## config.mk

```make
export PLATFORM = sky130hd
export DESIGN_NAME = sound_mixer
export DESIGN_NICKNAME = d
export VERILOG_FILES = /design/src/rtl/sound_mixer.sv
export SDC_FILE = /design/constraint.sdc
export NUM_CORES = 1
export LEC_CHECK = 0
export CAP_MARGIN = 20
export CORE_UTILIZATION = 40
export CTS_BUF_LIST = sky130_fd_sc_hd__clkbuf_4 sky130_fd_sc_hd__clkbuf_8 sky130_fd_sc_hd__clkbuf_16
export DETAILED_ROUTE_END_ITERATION = 8
export PLACE_DENSITY = 0.56
export SYNTH_ARGS = -nofsm -noshare
export SYNTH_HDL_FRONTEND = slang
export SYNTH_SLANG_ARGS = --single-unit
export TNS_END_PERCENT = 10
```

## constraint.sdc

```tcl
create_clock -name clk -period 5.4 [get_ports clk]
set_clock_uncertainty 0.2 [all_clocks]
set_input_delay 1.08 -clock clk [delete_from_list [all_inputs] [get_ports clk]]
set_output_delay 1.08 -clock clk [all_outputs]
set_load 0.005 [all_outputs]
```

## src/rtl/sound_mixer.sv

```systemverilog
// sound_mixer: priority-arbitrates square-wave sources onto one speaker pin with glitch-free switching, PWM volume and mute
module sound_mixer #(
  parameter int NUM_SRC      = 3,
  parameter int IDLE_TIMEOUT = 262144,
  parameter int TO_W         = 19,
  parameter int VOL_W        = 4
) (
  input  logic               clk,
  input  logic               rst_n,
  input  logic [NUM_SRC-1:0] src_wave,
  input  logic               mute,
  input  logic [VOL_W-1:0]   volume,
  output logic               audio_out,
  output logic [1:0]         owner,
  output logic               busy
);
  localparam logic [TO_W-1:0] TO = TO_W'(IDLE_TIMEOUT);
  typedef enum logic [1:0] {IDLE, PLAY, HOLD} state_t;
  state_t state, state_n;
  logic [1:0] owner_n, desired;
  logic [NUM_SRC-1:0] prev_wave, active;
  logic [TO_W-1:0] timer [NUM_SRC];
  logic [3:0] wave4, act4;
  logic [VOL_W-1:0] pwm_cnt;
  logic none_active, pwm_on, busy_n;
  always_ff @(posedge clk or negedge rst_n)
    if (!rst_n) begin
      prev_wave <= '0;
      for (int i = 0; i < NUM_SRC; i++) timer[i] <= TO;
    end else begin
      prev_wave <= src_wave;
      for (int i = 0; i < NUM_SRC; i++)
        timer[i] <= (src_wave[i] != prev_wave[i]) ? '0 : (timer[i] < TO) ? timer[i] + 1'b1 : TO;
    end
  always_comb begin
    desired = '0;
    for (int i = 0; i < NUM_SRC; i++) begin
      active[i] = timer[i] < TO;
      if (active[i]) desired = 2'(i);
    end
  end
  assign none_active = ~|active;
  assign wave4 = 4'(src_wave);
  assign act4 = 4'(active);
  always_comb begin
    state_n = state;
    owner_n = owner;
    case (state)
      IDLE: if (!none_active) begin
        state_n = PLAY;
        owner_n = desired;
      end
      PLAY: if (desired != owner || !act4[owner]) begin
        if (!wave4[owner]) begin
          owner_n = desired;
          state_n = none_active ? IDLE : PLAY;
        end else state_n = HOLD;
      end
      HOLD: if (!wave4[owner] || !act4[owner]) begin
        owner_n = desired;
        state_n = none_active ? IDLE : PLAY;
      end
      default: state_n = IDLE;
    endcase
  end
  assign busy_n = state_n != IDLE;
  assign pwm_on = (&volume) | (pwm_cnt < volume);
  assign busy = state != IDLE;
  always_ff @(posedge clk or negedge rst_n)
    if (!rst_n) begin
      state <= IDLE;
      owner <= '0;
      audio_out <= 1'b0;
      pwm_cnt <= '0;
    end else begin
      state <= state_n;
      owner <= owner_n;
      audio_out <= busy_n & ~mute & wave4[owner_n] & pwm_on;
      pwm_cnt <= pwm_cnt + 1'b1;
    end
endmodule

```

==> flow_summary.yaml <==
synth:
  synth_top_area_cell: "dfrtp_1"
  ys_warn_count: 0
  async_reset_ff_share_pct: 100.0
  syn-cell-area_um2: 3497
  synth_edf_count: 0
  ys_ff_latch: 69
  syn_inst: 335
  synth.net_count: 352
  yosysUniqueCellTypes: 52
  synth_top_area_share_pct: 47.23
  netlist_top_cells_area: "dfrtp_1 (47%), xor2_1 (9.5%), nor2_1 (6.5%)"
  seq_area_frac_synth_pct: 49.48
  avgSynthCellArea_um2: 10.44
  synth_top_flop_cell: "dfrtp_1"
power_and_ir_drop:
  ir_drop_uv: 106.5
  intPower_mw: 0.8191
  p_sw_mw: 0.3372
  power.total_mw: 1.156
  clkPwrFrac_pct: 34.2
  seqPwrFrac_pct: 50.2
  power_leakage_nw: 1.749
  switching_share_pct: 29.16
  p_per_area_nw_per_um2: 299.1
  pwr-share-comb_pct: 15.6
drt:
  ant_nets: 0
  wl_per_cell_um: 13.50
  drc_errors: 0
  initialDrtViolationCount: 83
  via_per_inst: 5.033
  dr.pass1.iters: 4
  vias: 2295
  wl_um: 6155
sta:
  drv_slew: 0
  setup_viol: 0
  setup_tns_ps: 0
  fmax_ghz: 0.3368
  finalCritPeriodShare_pct: 54.99
  rsz0062_at_grt: "false"
  finalHoldViolations: 0
  slew_headroom_pct: 38.62
  period_needed_ps: 2969
  hold_slack_ps: 273.9
  worstMarginPinSlew_ps: 920.7
global_routing:
  use_met1_pct: 19.56
  antenna_found_initial: 0
  grt.overflow.total: 0
  grt_max_degree: 42
  grtUsageMet2_pct: 22.26
  grt_use_total_pct: 15.12
  busiest_layer: "met2"
  gr-usage-met3_pct: 6.459
  grt_pass1_vias: 2178
  grt_pass1_wl_um: 10320
cells_and_area:
  drive_above_1_share_pct: 11.40
  fin_nets: 363
  final_cells: 456
  post-route-util_pct: 46.35
  area.growth.synth_to_final_pct: 10.55
  antenna_cells: 0
placed_design:
  place.gp.congestion: 0.7514
  dp_cells: 440
  portBuffers: 13
  hpwl_um: 3966
die:
  initial_utilization_pct: 41.93
  coreArea_um2: 8341
  dieArea_um2: 9120
  io_pins: 14
  die_y_um: 95.50
  die_x_um: 95.50
  num_rows: 33
setup_path:
  path_max_fanout: 13
  crit_arrival_ps: 1690
  worstSetupPathType: "reg -> out"
  start_kind: "flop"
  startpoint: "state[1]"
  worstPathRequired_ps: 4120
  crit-reg2reg-launch: "owner[1]"
  worst_setup_path_end_kind: "primary output"
run_status:
  status: "complete, no violations"
cts:
  clkSlewWorstSetupHoldPaths_ps: 80
  cts_hold_buffers: 0
  cts_buffers: 9
  root_buffer: "clkbuf_8"
  cts.sinks: 69
  post_cts_resized: 0
  post-cts-setup-buffers: 0
  htreeDepth: 3
  cts_tree: "yes"
  clock_path_buffers: 2
  clock_latency_ps: 350
worst_hold_path:
  hp-class: "reg -> reg"
  hp-start: "pwm_cnt[0]"
run:
  maxCapViolCount: 0
[registers in the layout (all words and copies together), names as in the netlist]
register and cells:
timer 57, pwm_cnt 4, prev_wave 3, owner 2, state 2, audio_out 1
[cell usage after synthesis, drive strengths merged (2+ instances only)]
cell,number
nand4b,3
a31oi,3
a21o,2
and3,15
mux2i,2
o211ai,3
ha,7
nand2b,2
and4,10
dfrtp,66
nor2,61
and4bb,2
xnor2,15
inv,10
o31ai,2
o21a,4
o21ai,5
clkbuf,5
nand3b,2
nor2b,2
a21oi,4
or2,4
o211a,2
nand3,27
nand2,12
dfstp,3
xor2,38
buf,9
[critical path, cell delays in order, from the launching register on]
cell             delay, ps
dfrtp_1                550
or2_2                  340
clkdlybuf4s50_1        440
[path summary, 6_finish.rpt]
| check | endpoint | slack (ps) | cells after the start |
|---|---|---|---|
| setup / recovery | busy | 2430 | 2 |
| hold / removal | pwm_cnt[0] | 270 | 1 |
| setup reg to reg | audio_out | 3180 | 6 |
| hold reg to reg | pwm_cnt[0] | 270 | 1 |
| max in group asynchronous | timer[37] | 3380 | 2 |
| min in group asynchronous | timer[0] | 670 | 1 |
[cell type report]
type | instances | area, µm²
clock buffers | 11 | 151.4
clock inverters | 5 | 33.78
fillers | 800 | 4474
inverters | 10 | 37.54
multi-input cells | 242 | 1649
flip-flops and latches | 69 | 1730
well taps | 105 | 131.4
repair buffers | 14 | 132.6
[per-layer routing]
| metal | routed length, µm | part of all wire [%] |
|---|---|---|
| met1 | 3084 | 50 |
| met3 | 277 | 4.5 |
| met2 | 2693 | 44 |
| met5 | 0 | 0 |
| met4 | 101 | 1.6 |
[layout by cell type (no fill, tap or decap), drive strengths merged, types with 3 or more instances in the layout]
master	count
a21oi	4
a31oi	3
inv	11
and3	15
dfrtp	66
clkbuf	11
nor2	61
and4	10
or2	4
o211ai	3
o21a	4
xnor2	15
dfstp	3
nand2	12
nand4b	3
xor2	38
nand3	27
o21ai	5
ha	7
clkdlybuf4s50	12
[stage by stage]
stage | cell area, µm² | setup WS [ps]
final | 3866 | 2431
after global routing | 3866 | 2361
after CTS | 3866 | 2419
after detailed placement | 3681 | 2164
after global placement | 3681 | 2173
after floorplan | 3497 | 2964
[power by group through the flow]
stage | logic, mW | registers (mW) | clock network (mW)
2_1_floorplan | 0.151 | 0.567 | 0
3_3_place_gp | 0.181 | 0.590 | 0
3_5_place_dp | 0.181 | 0.590 | 0
4_1_cts | 0.183 | 0.580 | 0.408
5_1_grt | 0.204 | 0.586 | 0.429
6_report | 0.180 | 0.581 | 0.396
[kinds of logic after synthesis]
logic type | after synthesis | synth area share, %
flip-flops | 69 | 49.48
multiplexers | 2 | 0.5725
XOR/XNOR | 53 | 13.27
buffers and inverters | 24 | 3.363
AND/OR/NAND/NOR | 146 | 22.11
AO/OA/AOI/OAI | 34 | 8.694
adder cells (fa/ha/maj) | 7 | 2.504
(Power assumes the default switching activity.)
